===== config.mk =====
export PLATFORM = sky130hd
export DESIGN_NAME = bit4_signed_divider_flat
export DESIGN_NICKNAME = d
export VERILOG_FILES = /design/src/rtl/bit4_signed_divider_if.sv /design/src/rtl/bit4_signed_divider.sv /design/src/flat_wrapper.sv
export SDC_FILE = /design/constraint.sdc
export NUM_CORES = 1
export LEC_CHECK = 0
export ABC_AREA = 1
export BUFFER_PORTS_ARGS = -buffer_cell sky130_fd_sc_hd__buf_2
export CORE_ASPECT_RATIO = 1.1
export CORE_MARGIN = 2
export CORE_UTILIZATION = 50
export CTS_CLUSTER_SIZE = 24
export DETAILED_ROUTE_END_ITERATION = 6
export PLACE_DENSITY = 0.8
export SLEW_MARGIN = 25
export SYNTH_ARGS = -nofsm -noshare
export SYNTH_HDL_FRONTEND = slang
export SYNTH_SLANG_ARGS = --single-unit

===== constraint.sdc =====
create_clock -name clk -period 1.78 [get_ports clk]
set_clock_uncertainty 0.2 [all_clocks]
set_input_delay 0.356 -clock clk [delete_from_list [all_inputs] [get_ports clk]]
set_output_delay 0.356 -clock clk [all_outputs]
set_load 0.02 [all_outputs]

===== src/rtl/bit4_signed_divider_if.sv =====
// Operand/result bundle for the sequential signed divider.
// The master side issues requests and the slave side returns results.
interface bit4_signed_divider_if #(
  parameter int N = 4
);
  logic                start;
  logic signed [N-1:0] dividend;
  logic signed [N-1:0] divisor;
  logic                busy;
  logic                done;
  logic signed [N:0]   quotient;
  logic signed [N-1:0] remainder;
  logic                div_by_zero;

  modport master (
    output start,
    output dividend,
    output divisor,
    input  busy,
    input  done,
    input  quotient,
    input  remainder,
    input  div_by_zero
  );

  modport slave (
    input  start,
    input  dividend,
    input  divisor,
    output busy,
    output done,
    output quotient,
    output remainder,
    output div_by_zero
  );
endinterface


===== src/rtl/bit4_signed_divider.sv =====
// Sequential signed divider that truncates toward zero.
// It runs restoring division on the operand magnitudes and then applies the signs.
module bit4_signed_divider #(
  parameter int N = 4
) (
  input logic                  clk,
  input logic                  rst,
  bit4_signed_divider_if.slave bus
);
  localparam int CW = $clog2(N);

  typedef enum logic [1:0] {
    IDLE,
    LOAD,
    DIV,
    SIGN
  } state_t;

  state_t          state_reg, state_next;

  logic [N-1:0]    dividend_reg;
  logic [N-1:0]    divisor_reg;
  logic [N-1:0]    dvs_mag_reg;
  logic [N-1:0]    rem_reg;
  logic [N-1:0]    quo_reg;
  logic [CW-1:0]   count_reg;
  logic            sign_q_reg;
  logic            sign_r_reg;
  logic            zero_div_reg;

  logic [N:0]      quotient_reg;
  logic [N-1:0]    remainder_reg;
  logic            done_reg;
  logic            dbz_reg;

  logic [N:0]      shifted;
  logic [N:0]      trial;
  logic [N-1:0]    rem_next;
  logic [N-1:0]    quo_next;

  // Unsigned magnitude: the most negative value maps onto 2^(N-1), which still fits.
  function automatic logic [N-1:0] magnitude(input logic [N-1:0] v);
    magnitude = v[N-1] ? (~v + N'(1)) : v;
  endfunction

  always_ff @(posedge clk or posedge rst) begin
    if (rst) begin
      state_reg <= IDLE;
    end else begin
      state_reg <= state_next;
    end
  end

  always_comb begin
    state_next = state_reg;
    case (state_reg)
      IDLE:    if (bus.start) state_next = LOAD;
      LOAD:    state_next = DIV;
      DIV:     if (count_reg == CW'(N - 1)) state_next = SIGN;
      SIGN:    state_next = IDLE;
      default: state_next = IDLE;
    endcase
  end

  // One restoring step. The remainder is always below the divisor, so the shifted
  // value fits in N bits. The extra top bit of the trial difference is its sign.
  always_comb begin
    shifted = {rem_reg, quo_reg[N-1]};
    trial   = shifted - {1'b0, dvs_mag_reg};
    if (!trial[N]) begin
      rem_next = trial[N-1:0];
      quo_next = {quo_reg[N-2:0], 1'b1};
    end else begin
      rem_next = shifted[N-1:0];
      quo_next = {quo_reg[N-2:0], 1'b0};
    end
  end

  always_ff @(posedge clk or posedge rst) begin
    if (rst) begin
      dividend_reg  <= '0;
      divisor_reg   <= '0;
      dvs_mag_reg   <= '0;
      rem_reg       <= '0;
      quo_reg       <= '0;
      count_reg     <= '0;
      sign_q_reg    <= 1'b0;
      sign_r_reg    <= 1'b0;
      zero_div_reg  <= 1'b0;
      quotient_reg  <= '0;
      remainder_reg <= '0;
      done_reg      <= 1'b0;
      dbz_reg       <= 1'b0;
    end else begin
      done_reg <= 1'b0;
      case (state_reg)
        IDLE: begin
          if (bus.start) begin
            dividend_reg <= bus.dividend;
            divisor_reg  <= bus.divisor;
          end
        end
        LOAD: begin
          quo_reg      <= magnitude(dividend_reg);
          dvs_mag_reg  <= magnitude(divisor_reg);
          rem_reg      <= '0;
          count_reg    <= '0;
          sign_q_reg   <= dividend_reg[N-1] ^ divisor_reg[N-1];
          sign_r_reg   <= dividend_reg[N-1];
          zero_div_reg <= (divisor_reg == '0);
        end
        DIV: begin
          rem_reg   <= rem_next;
          quo_reg   <= quo_next;
          count_reg <= count_reg + CW'(1);
        end
        SIGN: begin
          done_reg <= 1'b1;
          dbz_reg  <= zero_div_reg;
          if (zero_div_reg) begin
            quotient_reg  <= '0;
            remainder_reg <= dividend_reg;
          end else begin
            quotient_reg  <= sign_q_reg ? (~{1'b0, quo_reg} + (N+1)'(1)) : {1'b0, quo_reg};
            remainder_reg <= sign_r_reg ? (~rem_reg + N'(1)) : rem_reg;
          end
        end
        default: ;
      endcase
    end
  end

  assign bus.busy        = (state_reg != IDLE);
  assign bus.done        = done_reg;
  assign bus.quotient    = quotient_reg;
  assign bus.remainder   = remainder_reg;
  assign bus.div_by_zero = dbz_reg;
endmodule


===== src/flat_wrapper.sv =====
// flat-port wrapper written by rule: the top's interface ports become plain ports
module bit4_signed_divider_flat 
#(
  parameter int N = 4
)
  (clk, rst, bus_start, bus_dividend, bus_divisor, bus_busy, bus_done, bus_quotient, bus_remainder, bus_div_by_zero);
  bit4_signed_divider_if #(.N(N)) bus_i ();
  input logic clk;
  input logic rst;
  input wire logic [$bits(bus_i.start)-1:0] bus_start;
  input wire logic [$bits(bus_i.dividend)-1:0] bus_dividend;
  input wire logic [$bits(bus_i.divisor)-1:0] bus_divisor;
  output wire logic [$bits(bus_i.busy)-1:0] bus_busy;
  output wire logic [$bits(bus_i.done)-1:0] bus_done;
  output wire logic [$bits(bus_i.quotient)-1:0] bus_quotient;
  output wire logic [$bits(bus_i.remainder)-1:0] bus_remainder;
  output wire logic [$bits(bus_i.div_by_zero)-1:0] bus_div_by_zero;
  assign bus_i.start = bus_start;
  assign bus_i.dividend = bus_dividend;
  assign bus_i.divisor = bus_divisor;
  assign bus_busy = bus_i.busy;
  assign bus_done = bus_i.done;
  assign bus_quotient = bus_i.quotient;
  assign bus_remainder = bus_i.remainder;
  assign bus_div_by_zero = bus_i.div_by_zero;
  bit4_signed_divider #(.N(N)) u_core (.clk(clk), .rst(rst), .bus(bus_i));
endmodule

**After elaboration in Yosys (flattened, before gate mapping)**

Cells that the tools add are included.
W data, S select, Z words.

- $add $sub $neg: 6
- Equal/unequal tests: 6
- Mux-type cells: 15
- Bitwise operators: 5
- Reductions and logical operators: 6

Operators with widths:

| operator | count |
|---|---|
| $mux W4 | 5 |
| $pmux W4 S2 | 2 |
| $add A4 B1 Y4 const B | 3 |
| $not A4 Y4 | 3 |
| $mux W5 | 2 |
| $pmux W2 S4 | 1 |
| $eq A2 B2 Y1 const B | 3 |
| $add A5 B1 Y5 const B | 1 |
| $not A4 Y5 | 1 |
| $sub A5 B4 Y5 | 1 |
| $logic_not A4 Y1 | 1 |
| $mux W2 | 2 |
| $pmux W2 S2 | 1 |
| $reduce_and A2 Y1 | 2 |
| $reduce_bool A2 Y1 | 2 |
| $add A2 B1 Y2 const B | 1 |
| $eq A2 B1 Y1 const B | 1 |
| $logic_not A2 Y1 | 1 |
| $mux W1 | 2 |
| $ne A2 B1 Y1 const B | 1 |
| $ne A2 B2 Y1 const B | 1 |
| $xor A1 B1 Y1 | 1 |

- Register bits: 38
- Input port bits: 11
- Output and inout port bits: 12
- Word-level logic and storage cells: 52

**Depth between registers and ports, before layout**

- Word-level depth: 4
- Mapped depth: 12
- Mapped depth without buffers: 12

**Worst setup path before layout**

No wires, ideal clock.

- Path type: flip-flop to flip-flop
- Start point: register u_core.quo_reg[3]
- End point: register u_core.rem_reg[3]
- Library setup time: 0.117 ns
- Data arrival time: 1.552 ns
- Data required time: 1.463 ns
- Path slack: -0.089 ns
- Stages on the path, launching flop included: 13
- Buffers on the path: 0
- Period minus slack after synthesis: 1.869 ns
- Cells stage by stage: dfrtp_1 -> inv_1 -> ha_1 -> inv_1 -> fa_1 -> nand2_1 -> nand2_2 -> nand2_2 -> nand2_4 -> nand2_4 -> nand2_1 -> nand3_1 -> nand2_1

- Word-level cells in the longest chain between the ends: 3

Ends and longest elaborated chain:

| element | line | source |
|---|---|---|
| start, declared | bit4_signed_divider.sv:25 | `logic [N-1:0] quo_reg;` |
| start signal, assigned | bit4_signed_divider.sv:104 | `quo_reg <= magnitude(dividend_reg);` |
| start signal, assigned | bit4_signed_divider.sv:114 | `quo_reg <= quo_next;` |
| $sub A5 B4 Y5 | bit4_signed_divider.sv:69 | `trial = shifted - {1'b0, dvs_mag_reg};` |
| $mux W4 | bit4_signed_divider.sv:70 | `if (!trial[N]) begin` |
| $pmux W4 S2 | bit4_signed_divider.sv:96 | `case (state_reg)` |
| end signal, assigned | bit4_signed_divider.sv:113 | `rem_reg <= rem_next;` |
| end, declared | bit4_signed_divider.sv:24 | `logic [N-1:0] rem_reg;` |

Every way passes these cells.
A chain may end at the register's enable or synchronous reset.

**Worst setup path in the final report**

Ends and elaborated chain as after synthesis.

==> impl_metrics.csv <==
group,metric,value,unit
setup_path,r2r_end,"u_core.rem_reg[3]$_DFFE_PP0P_",
synthesis,ys_ff_latch,38,
clocking,cts_root_buf,"clkbuf_8",
synthesis,yosys.area_share.simple,19.5,%
setup_path,crit_chain,"inv_2 -> ha_4 -> inv_2 -> fa_2 -> nand2_2 -> nand2_2 -> nand2_2 -> nand2_4 -> nand2_4 -> nand2_1 -> nand3_1 -> nand2_1",
drt,postRouteAntennaNets,0,
clocking,clk_path_buf_depth,2,
synthesis,synth.top_cell.area_share,47.4,%
synthesis,ys_seq_area_share,47.4,%
drt,drc,0,
sta,layout_setup_ws,-0.0970,ns
pwr,power,0.00458,W
sta,slew_viol_final,0,
global_route,grt_pass1_wl,6.98,mm
synthesis,synth_area_leaders,"dfrtp_1, nand2_1, ha_1",
placed_design,gp_congestion,0.817,
global_route,grt_pass1_vias,1571,
min_path,hp-class,"in -> reg",
setup_path,r2r-start,"u_core.quo_reg[3]$_DFFE_PP0P_",
die,core_area,3900,um2
synthesis,synth_ff_type,"dfrtp_1",
synthesis,synth-xor-area-share,1.75,%
pwr,leakagePower,1.24,nW
synthesis,avgSynthCellArea,8.99,um2
clocking,clk_latency,0.29,ns
drt,wl_per_cell,13.2,um
drt,vias,1648,
placed_design,port_buffers,22,
drt,wl,4.19,mm
sta,slew_headroom,69.3,%
sta,finalSetupTns,-0.323,ns
min_path,worst_hold_path.endpoint,"u_core.divisor_reg[3]$_DFFE_PP0P_",
finish,largest_reg_flops,5,
sta,finalSetupViolations,5,
global_route,grt_max_degree,39,
setup_path,reg2reg_depth,12,
pwr,peakVddDrop,866,uV
min_path,hp-start,"bus_divisor[3]",
outcome,status,"complete, but fails checks",
min_path,hold_depth,2,
synthesis,synth-edff-count,0,
die,start_util,51.3,%
setup_path,cp_data_required_time,1.76,ns
pwr,power_density,1920,nW/um2
synthesis,synth_warnings,0,
sta,fin_crit_sh,105,%
synthesis,syn_inst,223,
setup_path,slowest_delay,0.39,ns
die,dieWidth,64.4,um
finish,num_antenna_cells,0,
drt,drt_iter0_markers,99,
synthesis,synth.most_common_cell,"nand2_1",
clocking,cts_inserted_buffers,5,
synthesis,synth_top_family_by_area,"simple AND/OR/NAND/NOR gates",
drt,drt_pass1_iterations,4,
synthesis,synth_nets,249,
die,rows,24,
setup_path,crit_top_cell,"nand2_2",
synthesis,ys_top_cells_by_count,"nand2_1, dfrtp_1, inv_1",
die,dieArea,4530,um2
placed_design,dp_hpwl,3.04,mm
clocking,path_clk_slew,0.07,ns
setup_path,worstPathMaxFanout,5,
synthesis,synth.distinct_cells,30,
synthesis,synthArstFlopShare,100,%
clocking,cts_tree,"done",
die,io_pins,23,
synthesis,synth-compound-area-share,13.5,%
sta,rsz0062_at_grt,"true",
synthesis,synth.largest_area_cell,"dfrtp_1",
synthesis,synthMuxAreaShare,1.12,%
synthesis,synth_fa_ha_area_share,9.74,%
die,die-height,70.4,um
finish,nets,290,
global_route,grt_antenna_before_repair,0,
global_route,grt_usage,20.1,%
sta,worst_pin_slew,0.460,ns
finish,area_growth_syn_to_layout,18.9,%
setup_path,slowest_stage,"dfrtp_1",
setup_path,rrSetupSlack,-0.1,ns
setup_path,end_kind,"register",
clocking,cts.sinks,38,
drt,viasPerCell,5.20,
clocking,cts_max_level,2,
finish,drive_gt1_share,26.0,%
sta,whs,0.0756,ns
global_route,grt_overflow,0,
flow_run,maxCapViolCount,0,
setup_path,worstSetupStartpointType,"register",
sta,period_needed,1.88,ns
sta,fmax,533,MHz
setup_path,cp.arrival,1.85,ns
synthesis,syn_area,2000,um2
setup_path,critical_path_class,"reg -> reg",
sta,hold_viol,0,
outcome,violations,"negative setup slack",
worst max-delay path, delay by kind of cell, from the launching register on:
kind,cells,cell delay (ns)
fa+ha+maj,2,0.47
buf+inv,2,0.12
flops,1,0.39
simple gates,8,0.59
area by class of cell:
type                    instances  area, um2
fillers                       336       1520
well taps                      52       65.1
inverters                      34        128
repair buffers                 36        220
multi-input cells             149        933
clock inverters                 2       13.8
clock buffers                   6       72.6
flip-flops and latches         38        951
through the flow:
stage / setup WS, ns / util [%] / instance area [um2] / instances
after global routing: -0.189 / 61.1 / 2380 / 317
final: -0.0970 / 61.1 / 2380 / 317
after global placement: 0.00918 / 57.4 / 2240 / 303
after CTS: -0.0981 / 60.5 / 2360 / 315
after floorplan: -0.00509 / - / 2020 / 223
after detailed placement: -0.0393 / 57.4 / 2240 / 303
kinds of logic (layout without fill, tap and decap cells):
kind of cell / after synthesis / count (layout)
AOI/OAI and AO/OA: 42 / 42
xor gates and xnor gates: 4 / 4
adders and majority gates: 15 / 15
buffers and inverters: 36 / 78
DFF: 38 / 38
muxes: 2 / 2
and+or+nand+nor: 86 / 86
layout by cell type, fill, tap and decap left out, types with 2 or more instances in the layout:
master | Yosys | routed
inv_1 | 23 | 19
nor3_1 | 2 | 2
nand2_1 | 47 | 46
nor2_1 | 13 | 13
xor2_1 | 3 | 3
buf_4 | 1 | 14
o21ai_0 | 9 | 9
a21oi_1 | 11 | 11
o221ai_1 | 5 | 5
inv_2 | 11 | 15
nand2_2 | 2 | 3
dfrtp_1 | 38 | 38
nand2_4 | 2 | 2
o21bai_1 | 2 | 2
o211ai_1 | 2 | 2
mux2_1 | 2 | 2
buf_2 | 1 | 21
clkbuf_8 | 0 | 5
ha_1 | 14 | 12
nand3_1 | 17 | 17
o21ai_1 | 8 | 8
metal layers:
layer	track usage, %	vias to the layer above	share of wire [%]
met2	33.1	47	48
met5	0	-	0
li1	-	818	-
met1	26.0	776	45
met3	4.03	7	4.6
met4	8.04	0	2.0
where the power goes:
group	internal, W	switching [W]
Sequential	0.00123	0.000230
Combinational	0.000998	0.00155
Clock	0.000276	0.000304
Total	0.00250	0.00208
repair_timing:
action,CTS,global route
pin swaps,0,2
endpoints found under the hold margin,38,0
setup endpoints to repair,6,7
resized for setup,0,5
buffers inserted,3,2
hold buffers,1,0
how the worst max path moves through the flow:
stage	from	to	slack, ns
4_1_cts	u_core.quo_reg[3]$_DFFE_PP0P_	u_core.rem_reg[3]$_DFFE_PP0P_	-0.1
5_1_grt	u_core.quo_reg[3]$_DFFE_PP0P_	u_core.rem_reg[3]$_DFFE_PP0P_	-0.19
3_5_place_dp	u_core.quo_reg[3]$_DFFE_PP0P_	u_core.rem_reg[0]$_DFFE_PP0P_	-0.04
2_1_floorplan	u_core.quo_reg[3]$_DFFE_PP0P_	u_core.rem_reg[3]$_DFFE_PP0P_	-0.005
6_report	u_core.quo_reg[3]$_DFFE_PP0P_	u_core.rem_reg[3]$_DFFE_PP0P_	-0.1
3_3_place_gp	u_core.quo_reg[3]$_DFFE_PP0P_	u_core.rem_reg[3]$_DFFE_PP0P_	0.009
Note: power is estimated with default switching activity, not from simulation.
